<file path="src/rtl/contra_pkg.sv">
// contra_pkg: shared game-state, keycode and vertical-state definitions for the player logic.
package contra_pkg;

    localparam logic [1:0] GS_PLAY = 2'd1;

    localparam logic [7:0] KEY_A = 8'd4;
    localparam logic [7:0] KEY_D = 8'd7;
    localparam logic [7:0] KEY_S = 8'd22;
    localparam logic [7:0] KEY_W = 8'd26;

    typedef enum logic [1:0] {
        GROUND = 2'd0,
        RISE   = 2'd1,
        FALL   = 2'd2
    } vstate_t;

endpackage

</file>
<file path="src/rtl/player_key_decode.sv">
// player_key_decode: scans all keycode lanes for A/D/W/S and forms the W rising edge.
module player_key_decode
    import contra_pkg::*;
#(
    parameter int NUM_KEYS = 6
) (
    input  logic [8*NUM_KEYS-1:0] keycodes,
    input  logic                  w_prev,
    output logic                  left,
    output logic                  right,
    output logic                  jump_edge,
    output logic                  crouch_req,
    output logic                  w_held
);

    logic [NUM_KEYS-1:0] hit_a;
    logic [NUM_KEYS-1:0] hit_d;
    logic [NUM_KEYS-1:0] hit_w;
    logic [NUM_KEYS-1:0] hit_s;

    // Empty lanes (8'd0) never match any of the key codes, so they drop out naturally.
    genvar i;
    generate
        for (i = 0; i < NUM_KEYS; i++) begin : g_lane
            assign hit_a[i] = (keycodes[8*i +: 8] == KEY_A);
            assign hit_d[i] = (keycodes[8*i +: 8] == KEY_D);
            assign hit_w[i] = (keycodes[8*i +: 8] == KEY_W);
            assign hit_s[i] = (keycodes[8*i +: 8] == KEY_S);
        end
    endgenerate

    assign left       = |hit_a;
    assign right      = |hit_d;
    assign w_held     = |hit_w;
    assign crouch_req = |hit_s;
    assign jump_edge  = w_held && !w_prev;

endmodule

</file>
<file path="src/rtl/player_motion_ctrl.sv">
// player_motion_ctrl: per-frame player kinematics - clamped horizontal motion plus a jump/gravity FSM.
// Define DOUBLE_JUMP_EN to accept one extra jump edge while airborne.
//
// state  | meaning
// GROUND | standing at Y_FLOOR; a W edge launches a jump
// RISE   | moving up, gravity shrinking the upward speed
// FALL   | moving down, speed capped at MAX_FALL until the floor
module player_motion_ctrl
    import contra_pkg::*;
#(
    parameter int COORD_W  = 10,
    parameter int NUM_KEYS = 6,
    parameter int X_MIN    = 0,
    parameter int X_MAX    = 639,
    parameter int Y_MIN    = 0,
    parameter int Y_FLOOR  = 400,
    parameter int X_START  = 320,
    parameter int SIZE     = 4,
    parameter int X_STEP   = 2,
    parameter int JUMP_V   = 12,
    parameter int GRAVITY  = 1,
    parameter int MAX_FALL = 8
) (
    input  logic                  frame_clk,
    input  logic                  Reset_n,
    input  logic [8*NUM_KEYS-1:0] keycodes,
    input  logic [1:0]            gameState,
    output logic [COORD_W-1:0]    PlayerX,
    output logic [COORD_W-1:0]    PlayerY,
    output logic [COORD_W-1:0]    PlayerS,
    output logic                  facing,
    output logic                  airborne,
    output logic                  crouch
);

    localparam int SW = COORD_W + 2;

    localparam logic signed [SW-1:0] X_LO  = SW'(X_MIN + SIZE);
    localparam logic signed [SW-1:0] X_HI  = SW'(X_MAX - SIZE);
    localparam logic signed [SW-1:0] Y_TOP = SW'(Y_MIN + SIZE);
    localparam logic signed [SW-1:0] Y_BOT = SW'(Y_FLOOR);

    localparam logic signed [7:0] STEP_V   = 8'(X_STEP);
    localparam logic signed [7:0] JUMP_VV  = 8'(JUMP_V);
    localparam logic signed [7:0] GRAV_V   = 8'(GRAVITY);
    localparam logic signed [7:0] FALL_MAX = 8'(MAX_FALL);

    localparam logic [COORD_W-1:0] X_RST  = COORD_W'(X_START);
    localparam logic [COORD_W-1:0] Y_RST  = COORD_W'(Y_FLOOR);
    localparam logic [COORD_W-1:0] SIZE_C = COORD_W'(SIZE);

    function automatic logic signed [SW-1:0] wide_coord(input logic [COORD_W-1:0] c);
        return $signed({2'b00, c});
    endfunction

    function automatic logic signed [SW-1:0] wide_vel(input logic signed [7:0] v);
        return $signed({{(SW-8){v[7]}}, v});
    endfunction

    logic [COORD_W-1:0] x_q, y_q;
    logic signed [7:0]  vy_q;
    vstate_t            vstate;
    logic               facing_q, crouch_q, airborne_q, w_prev_q;

    logic left, right, jump_edge, crouch_req, w_held;

    logic signed [7:0]    vx, vy_eff, vy_inc, vy_nx;
    logic signed [SW-1:0] x_sum, y_sum;
    logic [COORD_W-1:0]   x_nx, y_nx;
    vstate_t              st_nx;
    logic                 facing_nx, crouch_now, jump_ok;

`ifdef DOUBLE_JUMP_EN
    logic dj_used_q, dj_take, dj_nx;
`endif

    player_key_decode #(
        .NUM_KEYS (NUM_KEYS)
    ) u_key_decode (
        .keycodes   (keycodes),
        .w_prev     (w_prev_q),
        .left       (left),
        .right      (right),
        .jump_edge  (jump_edge),
        .crouch_req (crouch_req),
        .w_held     (w_held)
    );

    always_comb begin
        crouch_now = (vstate == GROUND) && crouch_req;
        vx = '0;
        if (!crouch_now) begin
            if (left && !right)
                vx = -STEP_V;
            else if (right && !left)
                vx = STEP_V;
        end

        x_sum = wide_coord(x_q) + wide_vel(vx);
        if (x_sum < X_LO)
            x_nx = X_LO[COORD_W-1:0];
        else if (x_sum > X_HI)
            x_nx = X_HI[COORD_W-1:0];
        else
            x_nx = x_sum[COORD_W-1:0];

        facing_nx = (vx != 8'sd0) ? !vx[7] : facing_q;
    end

    // A jump edge reuses the RISE update with the launch speed, so Y moves on the same edge.
    always_comb begin
        jump_ok = jump_edge && (vstate == GROUND);
`ifdef DOUBLE_JUMP_EN
        dj_take = jump_edge && (vstate != GROUND) && !dj_used_q;
        jump_ok = jump_ok || dj_take;
`endif
        vy_eff = jump_ok ? -JUMP_VV : vy_q;
        y_sum  = wide_coord(y_q) + wide_vel(vy_eff);
        vy_inc = vy_eff + GRAV_V;

        y_nx  = y_q;
        vy_nx = vy_q;
        st_nx = vstate;
        if (jump_ok || vstate == RISE) begin
            if (y_sum <= Y_TOP) begin
                y_nx  = Y_TOP[COORD_W-1:0];
                vy_nx = '0;
                st_nx = FALL;
            end else begin
                y_nx  = y_sum[COORD_W-1:0];
                vy_nx = vy_inc;
                st_nx = vy_inc[7] ? RISE : FALL;
            end
        end else if (vstate == FALL) begin
            if (y_sum >= Y_BOT) begin
                y_nx  = Y_BOT[COORD_W-1:0];
                vy_nx = '0;
                st_nx = GROUND;
            end else begin
                y_nx  = y_sum[COORD_W-1:0];
                vy_nx = (vy_inc > FALL_MAX) ? FALL_MAX : vy_inc;
            end
        end

`ifdef DOUBLE_JUMP_EN
        dj_nx = dj_used_q;
        if (dj_take)
            dj_nx = 1'b1;
        else if (st_nx == GROUND)
            dj_nx = 1'b0;
`endif
    end

    always_ff @(posedge frame_clk) begin
        if (!Reset_n) begin
            x_q        <= X_RST;
            y_q        <= Y_RST;
            vy_q       <= '0;
            vstate     <= GROUND;
            facing_q   <= 1'b1;
            crouch_q   <= 1'b0;
            airborne_q <= 1'b0;
            w_prev_q   <= 1'b0;
`ifdef DOUBLE_JUMP_EN
            dj_used_q  <= 1'b0;
`endif
        end else if (gameState == GS_PLAY) begin
            x_q        <= x_nx;
            y_q        <= y_nx;
            vy_q       <= vy_nx;
            vstate     <= st_nx;
            facing_q   <= facing_nx;
            crouch_q   <= (st_nx == GROUND) && crouch_req;
            airborne_q <= (st_nx != GROUND);
            w_prev_q   <= w_held;
`ifdef DOUBLE_JUMP_EN
            dj_used_q  <= dj_nx;
`endif
        end
    end

    assign PlayerX  = x_q;
    assign PlayerY  = y_q;
    assign PlayerS  = SIZE_C;
    assign facing   = facing_q;
    assign airborne = airborne_q;
    assign crouch   = crouch_q;

endmodule

</file>
<file path="config.mk">
export PLATFORM = sky130hd
export DESIGN_NAME = player_motion_ctrl
export DESIGN_NICKNAME = d
export VERILOG_FILES = /design/src/rtl/contra_pkg.sv /design/src/rtl/player_key_decode.sv /design/src/rtl/player_motion_ctrl.sv
export SDC_FILE = /design/constraint.sdc
export NUM_CORES = 1
export LEC_CHECK = 0
export CORE_MARGIN = 10
export CORE_UTILIZATION = 40
export DETAILED_ROUTE_END_ITERATION = 12
export PLACE_DENSITY = 0.64
export SYNTH_ARGS = -nofsm -noshare
export SYNTH_HDL_FRONTEND = slang
export SYNTH_SLANG_ARGS = --single-unit
</file>
<file path="constraint.sdc">
create_clock -name frame_clk -period 14.1 [get_ports frame_clk]
set_clock_uncertainty 0.15 [all_clocks]
set_input_delay 4.23 -clock frame_clk [delete_from_list [all_inputs] [get_ports frame_clk]]
set_output_delay 4.23 -clock frame_clk [all_outputs]
set_load 0.005 [all_outputs]
</file>
; Word-level counts from Yosys, hierarchy flattened
; Cells that the tools add are included.
[word_totals]
reg_bits = 34
output_inout_bits = 33
[op_classes]
n_addsub = 3
n_reduce_logical = 22
n_eq_ne = 27
muxes = 20
magnitude_cmp = 5
[op_table]
columns = cell, count
row1 = == test 8 x 3 -> 1 bit (second input constant), 12
row2 = == test 8 x 5 -> 1 bit (second input constant), 12
row3 = 2-to-1 mux 8 bit, 8
row4 = 2-to-1 mux 10 bit, 6
row5 = adder 11 x 8 -> 12 bit, 2
row6 = OR reduction 6 bit, 4
row7 = greater-or-equal comparator 12 x 10 -> 1 bit (second input constant), 1
row8 = > comparator 12 x 11 -> 1 bit (second input constant), 1
row9 = less-or-equal comparator 12 x 4 -> 1 bit (second input constant), 1
row10 = < comparator 12 x 4 -> 1 bit (second input constant), 1
row11 = 2-to-1 mux 2 bit, 6
row12 = adder 8 x 2 -> 8 bit (second input constant), 1
row13 = > comparator 8 x 5 -> 1 bit (second input constant), 1
row14 = nonzero test 8 bit, 1
row15 = logical AND 1 bit, 6
row16 = == test 2 x 1 -> 1 bit (second input constant), 2
row17 = zero test 1 bit, 4
row18 = zero test 2 bit, 2
row19 = AND reduction 2 bit, 2
row20 = nonzero test 2 bit, 2
row21 = == test 2 bit (second input constant), 1
row22 = logical OR 1 bit, 1

; Longest topological paths before layout
[logic_depth]
depth_word = 12
ltp_mapped = 20
mapped_depth_nobuf = 19

; Hierarchy
; A second synthesis with hierarchy kept.
[unflattened]
cells_unflattened = 460
hier_area_um2 = 3400.8
[modules_own_cells]
columns = mod, cells_per_inst, area_each_um2, instances, seq_area_each_um2
row1 = player_motion_ctrl, 393, 3011.6, 1, 680.7
row2 = player_key_decode, 67, 389.1, 1, 0.0

; Worst setup path before layout
; No wires, ideal clock.
[synth_path]
kind = in2reg
start = input port keycodes[21]
end = register y_q[1], in the netlist PlayerY[1]
n_path_buf = 2
arrival_ps = 8468
setup_ps = 117
setup_slack_ps = 5366
path_stages = 19
path_cell_list = or3_1 -> or4_1 -> o31ai_1 -> o31ai_1 -> clkbuf_1 -> nand2_1 -> inv_1 -> ha_1 -> fa_1 -> a211oi_4 -> o211ai_2 -> a211o_1 -> nand3b_1 -> or4_1 -> o21bai_1 -> a31o_4 -> nor3_4 -> buf_6 -> a22o_1
[synth_via]
elab_chain_len = 10
[synth_rtl]
columns = item, line_no
row1 = from (decl), player_motion_ctrl.sv:26  ; input logic [8*NUM_KEYS-1:0] keycodes,
row2 = == test 8 x 5 -> 1 bit *, player_key_decode.sv:27  ; assign hit_w[i] = (keycodes[8*i +: 8] == KEY_W);
row3 = OR reduction 6 bit *, player_key_decode.sv:34  ; assign w_held = |hit_w;
row4 = logical AND 1 bit *, player_key_decode.sv:36  ; assign jump_edge = w_held && !w_prev;
row5 = logical AND 1 bit *, player_motion_ctrl.sv:112  ; jump_ok = jump_edge && (vstate == GROUND);
row6 = 2-to-1 mux 8 bit, player_motion_ctrl.sv:117  ; vy_eff = jump_ok ? -JUMP_VV : vy_q;
row7 = adder 11 x 8 -> 12 bit, player_motion_ctrl.sv:118  ; y_sum = wide_coord(y_q) + wide_vel(vy_eff);
row8 = greater-or-equal comparator 12 x 10 -> 1 bit, player_motion_ctrl.sv:135  ; if (y_sum >= Y_BOT) begin
row9 = 2-to-1 mux 10 bit, player_motion_ctrl.sv:135
row10 = 2-to-1 mux 10 bit, player_motion_ctrl.sv:134  ; end else if (vstate == FALL) begin
row11 = 2-to-1 mux 10 bit, player_motion_ctrl.sv:124  ; if (jump_ok || vstate == RISE) begin
row12 = to (signal assigned), player_motion_ctrl.sv:169  ; y_q <= y_nx;
row13 = to (decl), player_motion_ctrl.sv:60  ; logic [COORD_W-1:0] x_q, y_q;
; Every way passes the cells marked *; elsewhere a longest branch is shown, timed or not. The select of a mux whose other input is x is not followed.
; A chain may end at the register's enable or synchronous reset.

; Final worst setup path
[layout_path]
start = input port keycodes[15]
end = register x_q[7], in the netlist PlayerX[7]
[layout_via]
elab_chain_len = 11
[layout_rtl]
columns = item, line_no
row1 = == test 8 x 3 -> 1 bit, player_key_decode.sv:25  ; assign hit_a[i] = (keycodes[8*i +: 8] == KEY_A);
row2 = OR reduction 6 bit, player_key_decode.sv:32  ; assign left = |hit_a;
row3 = zero test 1 bit, player_motion_ctrl.sv:95  ; else if (right && !left)
row4 = logical AND 1 bit, player_motion_ctrl.sv:95
row5 = 2-to-1 mux 2 bit, player_motion_ctrl.sv:95
row6 = 2-to-1 mux 8 bit, player_motion_ctrl.sv:93  ; if (left && !right)
row7 = 2-to-1 mux 8 bit *, player_motion_ctrl.sv:92  ; if (!crouch_now) begin
row8 = adder 11 x 8 -> 12 bit *, player_motion_ctrl.sv:99  ; x_sum = wide_coord(x_q) + wide_vel(vx);
row9 = > comparator 12 x 11 -> 1 bit, player_motion_ctrl.sv:102  ; else if (x_sum > X_HI)
row10 = 2-to-1 mux 10 bit, player_motion_ctrl.sv:102
row11 = 2-to-1 mux 10 bit *, player_motion_ctrl.sv:100  ; if (x_sum < X_LO)
row12 = to (signal assigned), player_motion_ctrl.sv:168  ; x_q <= x_nx;
row13 = to (decl), player_motion_ctrl.sv:60
; Every way passes the cells marked *; elsewhere a longest branch is shown, timed or not.

==> summary.md <==
| Metric | Value |
|---|---|
| Status | `finished clean` |
| Total gr overflow | `0` |
| Mean Syn Cell Area | `just under 8 um^2` |
| Commonest non-fill, non-tap cell in the layout | `clkdlybuf4s50_1` |
| Dpl hpwl | `7770 um` |
| Synth Area in XOR/XNOR | `0.0412` |
| # fillers | `811` |
| Most frequent cells in the layout | `clkdlybuf4s50_1 (74), dfxtp_1 (34), a21oi_1 (34), nor2_1 (27), nand2_1 (25)` |
| Initial core utilization | `0.410` |
| # rows | `33` |
| Largest family of logic cells by synthesized area | `compound AO/OA/AOI/OAI gates` |
| Cell breakdown of the critical path | `clkdlybuf4s50_1 -> or3_1 -> or3b_1 -> nor4_1 -> a2111oi_0 -> nand3_1 -> ha_1 -> o21a_1 -> a41o_1 -> ha_1 -> a211oi_1 -> o21ai_0 -> o31a_1 -> o41ai_1 -> o31ai_1 -> o21ai_0 -> a21oi_1 -> or3_1 -> a21oi_1` |
| Crit path DAT | `approximately 9400 ps` |
| Kind of critical path | `in -> reg` |
| Slew @ Worst Pin | `about 800 ps` |
| Synth Area in Compound Gates | `0.332` |
| Iter 0 DRT Violations | `115` |
| Post-Route Utilization | `0.516` |
| Average vias per placed instance | `around 5.8` |
| Synth warn | `0` |
| Synth cell types | `73` |
| Residual DRC | `0` |
| Number of synthesized register bits | `34` |
| Max Clk Rate | `around 110 MHz` |
| Cts hold-fix bufs | `0` |
| PwrDens | `just under 60 nW/um^2` |
| Area Growth Syn to Fin | `25.9%` |
| Cts bufs inserted | `5` |
| Hold path startpoint | `PlayerX[7]` |
| Worst reg-to-reg setup slack | `around 9700 ps` |
| Crit path time final | `just over 9000 ps` |
| Final Hold Vio Count | `0` |
| Worst Hold End | `PlayerX[7]` |
| Reg2Reg Depth | `16` |
| Post-Synth Adder-Cell Area | `0.101` |
| Final period utilization | `0.663` |
| Core area | `8220 um^2` |
| Maxcap violations | `0` |
| Reg-to-Reg End | `vy_q[5]` |
| Sequential element share of the synthesized area | `0.202` |
| Via count | `approximately 3500` |
| I/O pins | `85` |
| Worst path max stage delay | `approximately 510 ps` |
| Critical Path RT | `~14000 ps` |
| EDFF count, synth | `0` |
| CTS tree | `done` |
| Pins Over Slew Limit | `0` |
| Post-CTS Resized | `0` |
| DR WL/cell | `16.1 um` |
| Die W | `between 100 and 150 um` |
| Antenna-violating nets left | `0` |
| Gr usage total | `0.148` |
| Setup bufs post-CTS | `0` |
| Mux contribution to synthesized area | `0.00632` |
| Initial antenna violation count | `0` |
| Pre-antenna DRT Iters | `4` |
| Post-Syn Area | `about 3400 um^2` |
| I/O Buffers | `between 70 and 80` |
| Clk buf depth | `2` |
| Vias in the first global route | `between 3000 and 4000` |
| CTS root buffer | `clkbuf_8` |
| Later-pin clock latency in the skew report | `just under 300 ps` |
| Final Wtd Congestion | `~0.89` |
| Simple-Gate Fraction of Synth Area | `0.249` |
| H-Tree Depth | `2` |
| LEAKAGE | `~1.7 nW` |
| Total Die Area | `about 12000 um^2` |
| First-pass GRT wire length | `16100 um` |
| Layout Nets | `around 570` |
| Total power | `about 0.25 mW` |
| Die height | `about 110 um` |
| Largest net degree at the start of global routing | `17` |
| WL final | `slightly below 10000 um` |
| Final setup vio count | `0` |
| Layout cells sized above 1 | `0.0567` |
| Ys flop type | `dfxtp_1` |
| Crit path capture type | `register` |
| Worst VDD drop | `0.0378 mV` |
| CP max stage cell | `a41o_1` |
| Hold Crit Depth | `2` |
| Fraction of registers with async set/reset | `0` |
| Crit path from | `keycodes[15]` |
| FF-to-FF Start | `vstate[0]` |
| Clk sinks | `34` |
| Fin Setup TNS | `0 ps` |
| Worst min path class | `reg -> reg` |
| RSZ-0062 raised after global routing | `no` |
| Worst-path clk slew | `around 70 ps` |
| CP Max Fanout | `15` |
| Max-Slew Margin vs Limit | `0.452` |
| Cells after Synth | `approximately 430` |
| Ant. Diodes | `0` |
| Critical Path Start Type | `primary input` |
[where the power goes]
group | leakage (nW) | internal [mW] | switching, mW
registers | 0.275 | 0.0982 | 0.00232
logic | 1.37 | 0.0277 | 0.0258
clock network | 0.0579 | 0.0521 | 0.0391
total | 1.71 | 0.178 | 0.0672
[critical path, delay by kind of cell]
kind,cells,cell delay (ps)
compound gates,11,2680
fa+ha+maj,2,540
buf+inv,1,390
simple gates,5,1570
[how the worst max path moves through the flow]
stage	endpoint	slack, ps
2_1_floorplan	PlayerY[1]	5370
3_3_place_gp	PlayerX[7]	4490
3_5_place_dp	PlayerX[7]	4460
4_1_cts	PlayerX[7]	4750
5_1_grt	PlayerX[7]	4270
6_report	PlayerX[7]	4750
[cell usage after synthesis (all sizes together) (7+ instances only)]
cell	number	area share
a22o	11	0.029
xnor2	11	0.031
o21ai	20	0.031
or3	7	0.013
a21oi	34	0.051
o31ai	12	0.027
and3	9	0.017
o211ai	7	0.017
a211oi	9	0.025
nor3	14	0.024
nand2b	15	0.028
nand3b	8	0.018
nor2	27	0.030
clkbuf	9	0.010
dfxtp	34	0.20
buf	16	0.033
a31oi	12	0.022
nand3	14	0.021
nand2	25	0.028
inv	20	0.022
ha	24	0.089
[registers in the layout (all words and copies together), names as in the netlist]
register,flops
PlayerX,10
PlayerY,10
vy_q,8
vstate,2
airborne,1
crouch,1
facing,1
w_prev_q,1
[layer usage]
layer  up-vias  part of all wire  GRT usage
met3        14             0.053     0.0349
li1       1748                 -          -
met5         -                 0          0
met4         0             0.015     0.0386
met1      1640              0.43      0.168
met2        70              0.50      0.268
[cells by family (layout without fill, tap and decap cells)]
logic type / count (synthesis) / count (layout)
fa+ha+maj: 26 / 26
mux: 2 / 2
xor+xnor: 15 / 15
buf+inv: 45 / 103
simple gates: 149 / 149
compound gates: 155 / 155
flops: 34 / 34
other cells: 2 / 10
[cell type report]
cell class	count	area (um^2)	share of cell area
Clock buffer	5	68.8	0.0162
Clock inverter	3	40.0	0.00944
Inverter	20	75.1	0.0177
Multi-Input combinational cell	357	2500	0.589
Sequential cell	34	681	0.161
Tap cell	105	131	0.0310
Timing Repair Buffer	75	748	0.176
[through the flow]
step	hold slack [ps]	setup slack [ps]	cells	area (um^2)
finish	348	4750	599	4240
global route	365	4270	599	4240
CTS	347	4750	599	4240
detailed placement	332	4460	591	4130
global placement	320	4490	591	4130
floorplan	311	5370	436	3400
(Power assumes the default switching activity.)
